$ cat src/rtl/key_pkg.sv
// Shared constants for the push-button front end.
package key_pkg;

    // Default timing at a 50 MHz system clock.
    localparam int unsigned DEBOUNCE_20MS_50M = 1_000_000;
    localparam int unsigned LONG_1S_50M       = 50_000_000;

    // Keys are wired active-low: a pressed key pulls its pin to 0.
    localparam logic KEY_PRESSED = 1'b0;

endpackage : key_pkg

$ cat src/rtl/key_debounce_ch.sv
// One key channel: synchroniser, debounce counter, edge detect, hold counter, LED bit.
module key_debounce_ch
    import key_pkg::*;
#(
    parameter int unsigned DEBOUNCE_CYC = DEBOUNCE_20MS_50M,
    parameter int unsigned LONG_CYC     = LONG_1S_50M,
    parameter logic        LED_INIT     = 1'b0
) (
    input  logic clk,
    input  logic rst,
    input  logic key_n,
    output logic key_level,
    output logic press_pulse,
    output logic rel_pulse,
    output logic long_pulse,
    output logic led
);

    localparam int unsigned CNT_W  = (DEBOUNCE_CYC > 1) ? $clog2(DEBOUNCE_CYC) : 1;
    localparam int unsigned HOLD_W = (LONG_CYC > 1) ? $clog2(LONG_CYC) : 1;
    localparam logic [CNT_W-1:0]  CNT_MAX  = CNT_W'(DEBOUNCE_CYC - 1);
    localparam logic [HOLD_W-1:0] HOLD_MAX = HOLD_W'(LONG_CYC - 1);

    logic              sync1_q, sync1_d;
    logic              sync2_q, sync2_d;
    logic              stable_q, stable_d;
    logic              stable_prev_q, stable_prev_d;
    logic [CNT_W-1:0]  cnt_q, cnt_d;
    logic [HOLD_W-1:0] hold_q, hold_d;
    logic              long_done_q, long_done_d;
    logic              key_level_q, key_level_d;
    logic              press_q, press_d;
    logic              rel_q, rel_d;
    logic              long_q, long_d;
    logic              led_q, led_d;

    // Next-state logic for the whole channel.
    always_comb begin
        sync1_d       = key_n;
        sync2_d       = sync1_q;
        stable_d      = stable_q;
        stable_prev_d = stable_q;
        cnt_d         = cnt_q;
        hold_d        = hold_q;
        long_done_d   = long_done_q;
        key_level_d   = (stable_q == KEY_PRESSED);
        press_d       = (stable_prev_q != KEY_PRESSED) && (stable_q == KEY_PRESSED);
        rel_d         = (stable_prev_q == KEY_PRESSED) && (stable_q != KEY_PRESSED);
        long_d        = 1'b0;
        led_d         = led_q;

        // A new level is accepted only after DEBOUNCE_CYC consecutive differing samples.
        if (sync2_q == stable_q) begin
            cnt_d = '0;
        end else if (cnt_q == CNT_MAX) begin
            stable_d = sync2_q;
            cnt_d    = '0;
        end else begin
            cnt_d = cnt_q + CNT_W'(1);
        end

        // Hold counter saturates; the done flag keeps the long event to once per press.
        if (stable_q == KEY_PRESSED) begin
            if (hold_q != HOLD_MAX) begin
                hold_d = hold_q + HOLD_W'(1);
            end
            if ((hold_q == HOLD_MAX) && !long_done_q) begin
                long_d      = 1'b1;
                long_done_d = 1'b1;
            end
        end else begin
            hold_d      = '0;
            long_done_d = 1'b0;
        end

        // Long press clears the LED and wins over a toggle.
        if (long_d) begin
            led_d = 1'b0;
        end else if (press_d) begin
            led_d = ~led_q;
        end
    end

    // State registers with synchronous reset.
    always_ff @(posedge clk) begin
        if (rst) begin
            sync1_q       <= 1'b1;
            sync2_q       <= 1'b1;
            stable_q      <= 1'b1;
            stable_prev_q <= 1'b1;
            cnt_q         <= '0;
            hold_q        <= '0;
            long_done_q   <= 1'b0;
            key_level_q   <= 1'b0;
            press_q       <= 1'b0;
            rel_q         <= 1'b0;
            long_q        <= 1'b0;
            led_q         <= LED_INIT;
        end else begin
            sync1_q       <= sync1_d;
            sync2_q       <= sync2_d;
            stable_q      <= stable_d;
            stable_prev_q <= stable_prev_d;
            cnt_q         <= cnt_d;
            hold_q        <= hold_d;
            long_done_q   <= long_done_d;
            key_level_q   <= key_level_d;
            press_q       <= press_d;
            rel_q         <= rel_d;
            long_q        <= long_d;
            led_q         <= led_d;
        end
    end

    assign key_level   = key_level_q;
    assign press_pulse = press_q;
    assign rel_pulse   = rel_q;
    assign long_pulse  = long_q;
    assign led         = led_q;

endmodule : key_debounce_ch

$ cat src/rtl/key_debounce_bank.sv
// Bank of independent key channels; the top only fans buses out and in.
module key_debounce_bank
    import key_pkg::*;
#(
    parameter int unsigned N_KEYS       = 3,
    parameter int unsigned DEBOUNCE_CYC = DEBOUNCE_20MS_50M,
    parameter int unsigned LONG_CYC     = LONG_1S_50M,
    parameter logic        LED_INIT     = 1'b0
) (
    input  logic              clk,
    input  logic              rst,
    input  logic [N_KEYS-1:0] key_n,
    output logic [N_KEYS-1:0] key_level,
    output logic [N_KEYS-1:0] press_pulse,
    output logic [N_KEYS-1:0] rel_pulse,
    output logic [N_KEYS-1:0] long_pulse,
    output logic [N_KEYS-1:0] led
);

    // One channel instance per key.
    for (genvar i = 0; i < int'(N_KEYS); i++) begin : g_ch
        key_debounce_ch #(
            .DEBOUNCE_CYC (DEBOUNCE_CYC),
            .LONG_CYC     (LONG_CYC),
            .LED_INIT     (LED_INIT)
        ) u_ch (
            .clk         (clk),
            .rst         (rst),
            .key_n       (key_n[i]),
            .key_level   (key_level[i]),
            .press_pulse (press_pulse[i]),
            .rel_pulse   (rel_pulse[i]),
            .long_pulse  (long_pulse[i]),
            .led         (led[i])
        );
    end

endmodule : key_debounce_bank

$ cat config.mk
export PLATFORM = sky130hd
export DESIGN_NAME = key_debounce_bank
export DESIGN_NICKNAME = d
export VERILOG_FILES = /design/src/rtl/key_pkg.sv /design/src/rtl/key_debounce_ch.sv /design/src/rtl/key_debounce_bank.sv
export SDC_FILE = /design/constraint.sdc
export NUM_CORES = 1
export LEC_CHECK = 0
export ABC_AREA = 1
export ABC_CLOCK_PERIOD_IN_PS = 1700
export CAP_MARGIN = 15
export CORE_MARGIN = 2
export CORE_UTILIZATION = 46
export DETAILED_ROUTE_END_ITERATION = 8
export GPL_TIMING_DRIVEN = 0
export SLEW_MARGIN = 0
export SYNTH_ARGS = -nofsm -noshare
export SYNTH_HDL_FRONTEND = slang
export SYNTH_HIERARCHICAL = 1
export SYNTH_SLANG_ARGS = --single-unit
$ cat constraint.sdc
create_clock -name clk -period 1.7 [get_ports clk]
set_input_delay 0.34 -clock clk [delete_from_list [all_inputs] [get_ports clk]]
set_output_delay 0.34 -clock clk [all_outputs]
set_load 0.02 [all_outputs]
Word level (Yosys, flattened, before mapping)
Cells that the tools add are included.

Register bits after elaboration: 168. Input bits: 5. Output and inout bits: 15. Word-level logic and storage cells: 96.

Add/sub/neg operators: 6. Equality and inequality tests: 12. Multiplexer cells: 6. Bitwise gates (word level): 12. Reduce and logical (&&, ||, !) cells: 24.

Operators by type and width (number): adder 26 x 1 -> 26 bit (second input constant) (3); == test 26 bit (second input constant) (3); inequality test 26 bit (second input constant) (3); adder 20 x 1 -> 20 bit (second input constant) (3); == test 20 bit (second input constant) (3); NOT 1 bit (12); OR reduction 2 bit (6); logical AND 1 bit (9); OR reduction 3 bit (3); two-way mux 1 bit (6); AND reduction 2 bit (3); == test 1 bit (3); logical NOT 1 bit (3).

Depth between registers and ports, before layout
Gate-level depths: netlist of the first run.

Depth after elaboration: 5. Mapped depth: 8. Mapped depth without buffers: 8.

Cells and area by module
Netlist of the first run, hierarchy kept.

Modules (own cells, without submodules): key_debounce_ch (times used 3, cells each 413, area an instance 2798.9 µm², sequential area each 1121.1 µm²).

Worst setup path after synthesis of the first run
Ideal clock, no wire load.

Path type: register -> register. Start point: reg g_ch[0].u_ch.hold_q[1]. End point: reg g_ch[0].u_ch.led_q. Library setup time: 113 ps. Data arrival time: 1230 ps. Required time: 1587 ps. Setup slack: 357 ps. Cell stages (with the launch flop): 8. Buffers on the path: 0. Clock period less this slack: 1343 ps. Path through: dfxtp_1 -> ha_1 -> nand3_2 -> nor2_4 -> and2_1 -> nand2_1 -> o21ai_1 -> inv_1.

Longest elaborated chain between the ends: 5.

Ends and longest elaborated chain: start, declared (line key_debounce_ch.sv:29) `logic [HOLD_W-1:0] hold_q, hold_d;`; start signal, assigned (line key_debounce_ch.sv:105) `hold_q <= hold_d;`; == test 26 bit (line key_debounce_ch.sv:67) `if ((hold_q == HOLD_MAX) && !long_done_q) begin`; logical AND 1 bit (line key_debounce_ch.sv:67); two-way mux 1 bit (line key_debounce_ch.sv:67); two-way mux 1 bit (line key_debounce_ch.sv:63) `if (stable_q == KEY_PRESSED) begin`; OR reduction 2 bit (no line); end signal, assigned (line key_debounce_ch.sv:111) `led_q <= led_d;`; end, declared (line key_debounce_ch.sv:35) `logic led_q, led_d;`.

No other way between the ends. A chain may end at the register's enable or synchronous reset.

Final worst setup path of the first run
Start point: reg g_ch[0].u_ch.key_level_q. End point: out key_level[0].

RTL lines: start, declared (line key_debounce_ch.sv:31) `logic key_level_q, key_level_d;`; start signal, assigned (line key_debounce_ch.sv:107) `key_level_q <= key_level_d;`; end, declared (line key_debounce_bank.sv:13) `output logic [N_KEYS-1:0] key_level,`.

No word-level cell between the ends.

==> tab_implementation.tex, run 1 <==
\begin{tabular}{lr}
\hline
Metric & Value \\
\hline
\multicolumn{2}{l}{\textbf{Floorplan}} \\
\quad Die height & between 100 and 150 um \\
\quad I/O pin cnt & 20 \\
\quad Die Span X & roughly 140 um \\
\quad Die Area & 19400 um2 \\
\quad Count of standard-cell rows & 49 \\
\quad Core footprint & approximately 18000 um2 \\
\quad Effective utilization at floorplan & between 40\% and 50\% \\
\multicolumn{2}{l}{\textbf{Route}} \\
\quad Wire length on met3 & 436 um \\
\quad Final Routed Wirelength & 17.5 mm \\
\quad Vias & 7292 \\
\quad Vias/cell & 4.79 \\
\quad Metal-1 WL & 9.09 mm \\
\quad Final routed wire length divided by cell count & 11.5 um \\
\quad Highest metal layer with signal wires & met4 \\
\quad DRT Pass-1 Iters & 4 \\
\quad Number of remaining DRC errors & 0 \\
\quad Final ANT Viol Nets & 0 \\
\quad Detail Route met2 WL & roughly 7.8 mm \\
\quad Initial drt markers & 290 \\
\multicolumn{2}{l}{\textbf{Clock network}} \\
\quad Num CTS Buffers & 17 \\
\quad Clock transition at the register clock pins on the worst setup and hold paths after CTS & 0.07 ns \\
\quad Root Buffer Master & sky130\_fd\_sc\_hd\_\_clkbuf\_16 \\
\quad Deepest clock path buffer count & 2 \\
\quad CTS tree & built \\
\quad Sink count of the clock tree & 168 \\
\quad Clock latency at the later pin of the worst-skew pair & 0.42 ns \\
\quad Number of levels in the clock H-tree & 4 \\
\multicolumn{2}{l}{\textbf{Setup path}} \\
\quad Critical Path Source Type & flip-flop \\
\quad Critical path's largest stage delay & 0.59 ns \\
\quad Crit path buf inv count & 1 \\
\quad Critical path's top delay family & buffers and inverters \\
\quad Reg-to-reg slack, setup & 0.17 ns \\
\quad Worst reg2reg path endpoint & g\_ch[2].u\_ch/long\_pulse \\
\quad Critical path, cell by cell & clkdlybuf4s50\_1 \\
\quad Worst R2R Path Depth & 6 \\
\quad Endpoint required time on the critical path & 1.36 ns \\
\quad Origin of the worst setup path & g\_ch[0].u\_ch/key\_level \\
\quad Sort of element at the end of the critical path & output pin \\
\quad Crit path arrival time & 1.32 ns \\
\quad Largest fanout on the critical path & 1 \\
\quad Worst flop-to-flop path startpoint & g\_ch[2].u\_ch/hold\_q[0] \\
\quad Path type of the worst setup path & flip-flop to output pin \\
\quad Crit-path slowest cell & sky130\_fd\_sc\_hd\_\_clkdlybuf4s50\_1 \\
\multicolumn{2}{l}{\textbf{Yosys}} \\
\quad Most instantiated cells after synthesis & sky130\_fd\_sc\_hd\_\_nand2\_1, sky130\_fd\_sc\_hd\_\_nor2\_1, sky130\_fd\_sc\_hd\_\_dfxtp\_1 \\
\quad Unique cell type count in the Yosys netlist & 28 \\
\quad Compound-Gate Fraction of Synth Area & 6.88\% \\
\quad Average cell area after synthesis & 6.78 um2 \\
\quad Share of flip-flops with an asynchronous set or reset & 0\% \\
\quad Mux share of post-synthesis cell area & 0\% \\
\quad Sequential area share after synthesis & about two fifths \\
\quad Ys flop type & sky130\_fd\_sc\_hd\_\_dfxtp\_1 \\
\quad Syn nets & $\sim$1300 \\
\quad Cell taking the most area after synthesis & sky130\_fd\_sc\_hd\_\_dfxtp\_1 \\
\quad Cell with the most instances after synthesis & sky130\_fd\_sc\_hd\_\_nand2\_1 \\
\quad Largest family of logic cells by synthesized area & simple AND/OR/NAND/NOR gates \\
\quad Share of the synthesized area in the top cell type & 40.1\% \\
\quad Post-synthesis simple-gate area fraction & between 40\% and 50\% \\
\quad Gate count of the mapped netlist & 1239 \\
\quad Synthesis warning total & 6 \\
\quad Yosys reg bits & roughly 170 \\
\quad Number of synthesized flops with an enable pin & 0 \\
\quad Fraction of synthesized cell area in xor and xnor cells & $\sim$5\% \\
\quad Netlist area before placement & 8400 um2 \\
\quad Most area-consuming cells after synthesis & sky130\_fd\_sc\_hd\_\_dfxtp\_1, sky130\_fd\_sc\_hd\_\_nand2\_1, sky130\_fd\_sc\_hd\_\_nor2\_1 \\
\quad Fraction of the mapped netlist area in adder cells & less than 1\% \\
\multicolumn{2}{l}{\textbf{Timing}} \\
\quad Count of final max-slew check failures & 0 \\
\quad Count of endpoints failing setup in the final report & 0 \\
\quad Clock skew after layout & between 0.008 and 0.009 ns \\
\quad Worst setup margin & between 0.04 and 0.05 ns \\
\quad Hold Vio Cnt, Final & 0 \\
\quad Slew HR & 64.7\% \\
\quad Period Utilization, post-route & 97.5\% \\
\quad Top achievable clock speed & 0.603 GHz \\
\quad Fin crit period & 1.66 ns \\
\quad RSZ-0062 raised after global routing & false \\
\quad Hold WS & 0.417 ns \\
\quad Slew at the pin with the worst max-slew slack & around 0.53 ns \\
\multicolumn{2}{l}{\textbf{Global routing}} \\
\quad Number of global-route vias before repair & 6726 \\
\quad Number of antenna violations at the first check in global routing & 0 \\
\quad Largest net degree at the start of global routing & 19 \\
\quad Total congestion overflow after global routing & 0 \\
\quad Global-route wire length before repair & 30.2 mm \\
\quad All-Layer GR Usage & a little under a fifth \\
\multicolumn{2}{l}{\textbf{Place}} \\
\quad Number of port buffers & 19 \\
\quad Final weighted congestion of routability-driven global placement & 0.829 \\
\quad Dpl cell area & 8870 um2 \\
\quad Setup WS pre-CTS & -0.892 ns \\
\quad Detailed-placement wirelength estimate & 12.8 mm \\
\multicolumn{2}{l}{\textbf{Cells and area}} \\
\quad Total inserted antenna cells & 0 \\
\quad Final standard cell utilization of the core & 53.1\% \\
\quad Leading registers by flop count & g\_ch.u\_ch/hold\_q: 78 flops, g\_ch.u\_ch/cnt\_q: 60 flops \\
\quad Layout cells sized above 1 & just under 9\% \\
\quad Reg with most FFs & g\_ch.u\_ch/hold\_q \\
\quad Footprint of the flip-flops and latches & 3360 um2 \\
\quad Layout Nets & around 1300 \\
\quad Filler Cells Inserted & 1821 \\
\quad Max reg flops & between 70 and 80 \\
\quad Multi-input combinational cell area & 4510 um2 \\
\quad Layout Area Growth over Synthesis & 13.6\% \\
\quad Final instance area & 9540 um2 \\
\multicolumn{2}{l}{\textbf{Pwr}} \\
\quad Power density cells & 842 nW/um2 \\
\quad VDD IR-drop max & 750 uV \\
\quad Leakage power summed over all cells & 0.00290 uW \\
\multicolumn{2}{l}{\textbf{Hold path}} \\
\quad Min-Delay Path Class & flip-flop to flip-flop \\
\quad Worst Min Path Start & g\_ch[0].u\_ch/sync1\_q \\
\quad Hold worst-path end & g\_ch[0].u\_ch/sync2\_q \\
\quad Worst hold path depth & 1 \\
\multicolumn{2}{l}{\textbf{Outcome}} \\
\quad Result of the run & finished, final reports clean \\
\multicolumn{2}{l}{\textbf{Run}} \\
\quad Max-Cap Viols & 0 \\
\hline
\end{tabular}
## cell type report
cell class / count / area share (%)
timing repair buffer: 21 / 2.24
sequential: 168 / 35.3
multi-input combinational: 936 / 47.3
tap: 229 / 3.00
clock inverter: 12 / 1.73
clock buffer: 20 / 4.79
buffer: 12 / 0.787
inverter: 123 / 4.84
## worst max-delay path by stage
stage / to / slack [ns] / cells after the start
final: key_level[0] / 0.04 / 1
after detailed placement: g_ch[2].u_ch/hold_q[12] / -0.89 / 5
after floorplan: g_ch[0].u_ch/led / 0.36 / 7
after global placement: g_ch[2].u_ch/hold_q[12] / -0.85 / 5
after CTS: key_level[1] / 0.001 / 1
after global routing: key_level[0] / 0.0008 / 1
## cells in the final DEF, fill, tap and decap left out, drive strengths merged
cell type,count
nand4,21
a21oi,72
o21bai,9
dfxtp,168
xnor2,24
buf,14
or2,9
and2,9
ha,6
xor2,24
nand2,342
bufinv,3
clkinvlp,3
clkbuf,21
clkinv,6
inv,123
nor3b,3
dlygate4sd2,5
o21ai,30
nor3,9
dlymetal6s2s,8
nand3,66
clkdlybuf4s50,5
nor2,297
nand3b,15
## logic make-up (layout without fill, tap and decap cells)
family | count (synthesis) | count (layout)
compound gates | 111 | 111
buf+inv | 135 | 188
simple gates | 771 | 771
xor+xnor | 48 | 48
fa+ha+maj | 6 | 6
flops | 168 | 168
## metrics by stage
step	power (uW)	TNS (ns)	instances
after floorplan	4060	0	1239
after global routing	8350	0	1521
after CTS	8180	0	1519
after detailed placement	4090	-95.61	1487
after global placement	4090	-95.01	1487
final	8030	0	1521
## power by group
group / internal [uW] / switching, uW / leakage, uW
logic: 19.2 / 29.5 / 0.00125
clock network: 2410 / 1620 / 0.000294
registers: 3940 / 4.24 / 0.00135
## routing by layer
| layer | GRT usage, % | vias up |
|---|---|---|
| met5 | 0 | - |
| met4 | 5.58 | 0 |
| met3 | 3.76 | 12 |
| met2 | 30.3 | 66 |
| met1 | 24.9 | 3249 |
| li1 | - | 3965 |
## what timing repair did
action                                  4_1_cts  5_1_grt
endpoints found under the hold margin         0        0
gates resized for setup                       9       15
endpoints found under the setup margin      153       41
buffers inserted                              0        2
pin swaps                                     0        2
hold buffers                                  0        0
No activity file was read; power rests on OpenSTA's default activity.
==> inputs of run 2 (changes only) <==
--- a/config.mk
+++ b/config.mk
@@ -5,11 +5,10 @@
 export SDC_FILE = /design/constraint.sdc
 export NUM_CORES = 1
 export LEC_CHECK = 0
-export ABC_AREA = 1
 export ABC_CLOCK_PERIOD_IN_PS = 1700
 export CAP_MARGIN = 15
 export CORE_MARGIN = 2
-export CORE_UTILIZATION = 46
+export CORE_UTILIZATION = 25
 export DETAILED_ROUTE_END_ITERATION = 8
 export GPL_TIMING_DRIVEN = 0
 export SLEW_MARGIN = 0
==> run 2 against run 1 <==
Compared with the run above:
- area after synthesis fell by 5.5%
- utilization down 23 points
- first-iteration DRC count is 20% higher
- wire length decreased by 6.8%
- clock-buffer cell count fell by 3
- critical path type unchanged
- critical endpoint is now press_pulse[0]
==> tab_implementation.tex, run 2 <==
\begin{tabular}{lr}
\hline
Metric & Value \\
\hline
\multicolumn{2}{l}{\textbf{Yosys}} \\
\quad Largest family of logic cells by synthesized area & simple AND/OR/NAND/NOR gates (unchanged) \\
\quad Yosys reg bits & 168 (unchanged) \\
\quad Unique cell type count in the Yosys netlist & 45 (was 28) \\
\quad Post-synthesis simple-gate area fraction & 30.7\% (was 40.8\%) \\
\quad Number of synthesized flops with an enable pin & 0 (unchanged) \\
\quad Average cell area after synthesis & 9.05 um2 (was 6.78 um2) \\
\quad Compound-Gate Fraction of Synth Area & 12.4\% (was 6.88\%) \\
\quad Gate count of the mapped netlist & 876 (was 1239) \\
\quad Fraction of the mapped netlist area in adder cells & 0.947\% (was 0.894\%) \\
\quad Share of flip-flops with an asynchronous set or reset & 0\% (unchanged) \\
\quad Synthesis warning total & 6 (unchanged) \\
\quad Cell taking the most area after synthesis & sky130\_fd\_sc\_hd\_\_dfxtp\_1 (unchanged) \\
\quad Netlist area before placement & 7930 um2 (was 8400 um2) \\
\quad Fraction of synthesized cell area in xor and xnor cells & 5.63\% (was 5.01\%) \\
\quad Most area-consuming cells after synthesis & sky130\_fd\_sc\_hd\_\_dfxtp\_1, sky130\_fd\_sc\_hd\_\_a21oi\_1, sky130\_fd\_sc\_hd\_\_xor2\_1 (was sky130\_fd\_sc\_hd\_\_dfxtp\_1, sky130\_fd\_sc\_hd\_\_nand2\_1, sky130\_fd\_sc\_hd\_\_nor2\_1) \\
\quad Cell with the most instances after synthesis & sky130\_fd\_sc\_hd\_\_dfxtp\_1 (was sky130\_fd\_sc\_hd\_\_nand2\_1) \\
\quad Sequential area share after synthesis & 42.4\% (was 40.1\%) \\
\quad Ys flop type & sky130\_fd\_sc\_hd\_\_dfxtp\_1 (unchanged) \\
\quad Share of the synthesized area in the top cell type & 42.4\% (was 40.1\%) \\
\quad Syn nets & 887 (was 1250) \\
\quad Mux share of post-synthesis cell area & 1.89\% (was 0\%) \\
\quad Most instantiated cells after synthesis & sky130\_fd\_sc\_hd\_\_dfxtp\_1, sky130\_fd\_sc\_hd\_\_a21oi\_1, sky130\_fd\_sc\_hd\_\_nor2\_1 (was sky130\_fd\_sc\_hd\_\_nand2\_1, sky130\_fd\_sc\_hd\_\_nor2\_1, sky130\_fd\_sc\_hd\_\_dfxtp\_1) \\
\multicolumn{2}{l}{\textbf{Cells and area}} \\
\quad Layout cells sized above 1 & 18.1\% (was 8.82\%) \\
\quad Commonest non-fill, non-tap cells in the layout & sky130\_fd\_sc\_hd\_\_dfxtp\_1, sky130\_fd\_sc\_hd\_\_a21oi\_1, sky130\_fd\_sc\_hd\_\_nor2\_1 (was sky130\_fd\_sc\_hd\_\_nand2\_1, sky130\_fd\_sc\_hd\_\_nor2\_1, sky130\_fd\_sc\_hd\_\_dfxtp\_1) \\
\quad Layout Nets & 936 (was 1290) \\
\quad Reg with most FFs & g\_ch.u\_ch/hold\_q (unchanged) \\
\quad Layout Area Growth over Synthesis & 19.8\% (was 13.6\%) \\
\quad Footprint of the flip-flops and latches & 3390 um2 (was 3360 um2) \\
\quad Non-filler instance count after layout & 1340 (was 1521) \\
\quad Total inserted antenna cells & 0 (unchanged) \\
\quad Multi-input combinational cell area & 4220 um2 (was 4510 um2) \\
\quad Max reg flops & 78 (unchanged) \\
\quad Filler Cells Inserted & 3289 (was 1821) \\
\quad Most common cell after layout, fill and taps aside & sky130\_fd\_sc\_hd\_\_dfxtp\_1 (was sky130\_fd\_sc\_hd\_\_nand2\_1) \\
\quad Leading registers by flop count & g\_ch.u\_ch/hold\_q: 78 flops, g\_ch.u\_ch/cnt\_q: 60 flops (unchanged) \\
\multicolumn{2}{l}{\textbf{Pwr}} \\
\quad Power, Total & 7930 uW (was 8030 uW) \\
\quad Sequential share of power & 49.8\% (was 49.2\%) \\
\quad Power share of the combinational group & 0.7\% (was 0.6\%) \\
\quad Power density cells & 835 nW/um2 (was 842 nW/um2) \\
\quad Leakage power summed over all cells & 0.00312 uW (was 0.00290 uW) \\
\quad Net switching fraction of the power & 23.5\% (was 20.6\%) \\
\quad NetSw & 1860 uW (was 1660 uW) \\
\quad Internal power & 6070 uW (was 6370 uW) \\
\quad VDD IR-drop max & 471 uV (was 750 uV) \\
\quad Clock share of power & 49.5\% (was 50.2\%) \\
\multicolumn{2}{l}{\textbf{Setup path}} \\
\quad Path type of the worst setup path & flip-flop to output pin (unchanged) \\
\quad Sort of element at the end of the critical path & output pin (unchanged) \\
\quad Critical path's largest stage delay & 0.59 ns (about the same) \\
\quad Crit path arrival time & 1.33 ns (was 1.32 ns) \\
\quad Crit path buf inv count & 1 (unchanged) \\
\quad Critical path's top delay family & buffers and inverters (unchanged) \\
\quad Crit-path slowest cell & sky130\_fd\_sc\_hd\_\_clkdlybuf4s50\_1 (unchanged) \\
\quad Critical path, cell by cell & clkdlybuf4s50\_1 (unchanged) \\
\quad Critical Path Source Type & flip-flop (unchanged) \\
\quad Largest fanout on the critical path & 1 (unchanged) \\
\quad Endpoint required time on the critical path & 1.36 ns (about the same) \\
\multicolumn{2}{l}{\textbf{Route}} \\
\quad Final routed wire length divided by cell count & 12.2 um (was 11.5 um) \\
\quad Number of remaining DRC errors & 0 (unchanged) \\
\quad Final ANT Viol Nets & 0 (unchanged) \\
\quad Initial drt markers & 347 (was 290) \\
\quad Vias/cell & 4.74 (was 4.79) \\
\quad DRT Pass-1 Iters & 4 (unchanged) \\
\quad Vias & 6349 (was 7292) \\
\quad Final Routed Wirelength & 16.3 mm (was 17.5 mm) \\
\multicolumn{2}{l}{\textbf{Global routing}} \\
\quad All-Layer GR Usage & 10.3\% (was 18.6\%) \\
\quad Global-route wire length before repair & 28.5 mm (was 30.2 mm) \\
\quad Number of antenna violations at the first check in global routing & 0 (unchanged) \\
\quad Largest net degree at the start of global routing & 19 (unchanged) \\
\quad Total congestion overflow after global routing & 0 (unchanged) \\
\quad Number of global-route vias before repair & 6019 (was 6726) \\
\multicolumn{2}{l}{\textbf{Place}} \\
\quad Final weighted congestion of routability-driven global placement & 0.748 (was 0.829) \\
\quad Number of port buffers & 18 (was 19) \\
\quad Detailed-placement wirelength estimate & 11.1 mm (was 12.8 mm) \\
\quad Number of placed instances with taps included & 1296 (was 1487) \\
\multicolumn{2}{l}{\textbf{Timing}} \\
\quad Count of endpoints failing setup in the final report & 0 (unchanged) \\
\quad Count of final max-slew check failures & 0 (unchanged) \\
\quad Hold Vio Cnt, Final & 0 (unchanged) \\
\quad Slew at the pin with the worst max-slew slack & 0.504 ns (was 0.529 ns) \\
\quad Top achievable clock speed & 0.600 GHz (was 0.603 GHz) \\
\quad Period Utilization, post-route & 98.0\% (was 97.5\%) \\
\quad Clock skew after layout & 0.0101 ns (was 0.00821 ns) \\
\quad RSZ-0062 raised after global routing & true (was false) \\
\quad Slew HR & 66.4\% (was 64.7\%) \\
\quad Fin crit period & 1.67 ns (was 1.66 ns) \\
\multicolumn{2}{l}{\textbf{Clock network}} \\
\quad Deepest clock path buffer count & 2 (unchanged) \\
\quad Root Buffer Master & sky130\_fd\_sc\_hd\_\_clkbuf\_16 (unchanged) \\
\quad Num CTS Buffers & 17 (unchanged) \\
\quad Clock transition at the register clock pins on the worst setup and hold paths after CTS & 0.07 ns (about the same) \\
\quad Clock latency at the later pin of the worst-skew pair & 0.44 ns (was 0.42 ns) \\
\quad Sink count of the clock tree & 168 (unchanged) \\
\quad CTS tree & built (unchanged) \\
\quad Number of levels in the clock H-tree & 4 (unchanged) \\
\multicolumn{2}{l}{\textbf{Hold path}} \\
\quad Min-Delay Path Class & input pin to flip-flop (was flip-flop to flip-flop) \\
\multicolumn{2}{l}{\textbf{Outcome}} \\
\quad Result of the run & finished, final reports clean (unchanged) \\
\multicolumn{2}{l}{\textbf{Floorplan}} \\
\quad Die Span X & 182 um (was 139 um) \\
\quad Die height & 182 um (was 139 um) \\
\quad Core footprint & 31400 um2 (was 18000 um2) \\
\quad Effective utilization at floorplan & 25.3\% (was 46.7\%) \\
\quad Count of standard-cell rows & 65 (was 49) \\
\quad Die Area & 33200 um2 (was 19400 um2) \\
\quad I/O pin cnt & 20 (unchanged) \\
\multicolumn{2}{l}{\textbf{Run}} \\
\quad Max-Cap Viols & 0 (unchanged) \\
\hline
\end{tabular}
## run 2: per-layer routing
metal  up-vias  GRT usage (%)  share of wire (%)
li1       3314              -                  -
met1      2969           13.3                 50
met2        54           16.6                 46
met3        12           2.20                2.2
met4         0           4.32                1.4
met5         -              0                  0
## run 2: power by group through the flow
stage | combinational [uW] | sequential, uW | clock, uW
after global placement | 52.0 | 4040 | 0
after global routing | 65.3 | 3950 | 4230
after CTS | 54.0 | 3950 | 4070
after detailed placement | 52.5 | 4040 | 0
after floorplan | 33.4 | 4040 | 0
final | 58.7 | 3950 | 3930
## run 2: path summary, 6_finish.rpt
kind	start	endpoint	slack, ns	cells after the start
worst max-delay path	g_ch[0].u_ch/press_pulse	press_pulse[0]	0.03	1
worst min-delay path	rst	g_ch[2].u_ch/led	0.30	2
worst max register to register	g_ch[2].u_ch/cnt_q[16]	g_ch[2].u_ch/cnt_q[13]	0.08	5
worst min register to register	g_ch[1].u_ch/sync1_q	g_ch[1].u_ch/sync2_q	0.41	1
## run 2: logic make-up (layout without fill, tap and decap cells)
kind of cell    after synthesis  count (layout)
compound gates              171             171
flops                       168             168
simple gates                390             390
buf+inv                      75             137
fa+ha+maj                     6               6
mux                          15              15
xor+xnor                     51              51
## run 2: layout make-up
class | instances | share of cell area, %
Timing Repair Buffer | 33 | 2.94
Buffer | 42 | 4.11
Multi-Input combinational cell | 633 | 44.5
Sequential cell | 168 | 35.7
Inverter | 30 | 1.19
Clock inverter | 15 | 1.88
Tap cell | 402 | 5.29
Clock buffer | 17 | 4.48
## run 2: what timing repair did
action / 4_1_cts / 5_1_grt
resized for setup: 22 / 62
endpoints found under the setup margin: 54 / 136
pin swaps: 0 / 7
setup buffers: 0 / 15
hold buffers: 0 / 0
## run 2: per-stage QoR
stage                     hold WS, ns  setup slack, ns  area (um2)  TNS [ns]  utilization, %
final                           0.304           0.0346        9500         0            30.3
after global routing            0.364          -0.0123        9500    -0.109            30.3
after CTS                       0.292          -0.0316        9230   -0.0766            29.4
after detailed placement        0.400          -0.0833        8610     -2.20            27.4
after global placement          0.393          -0.0495        8610    -0.836            27.4
after floorplan                 0.389            0.170        7930         0               -
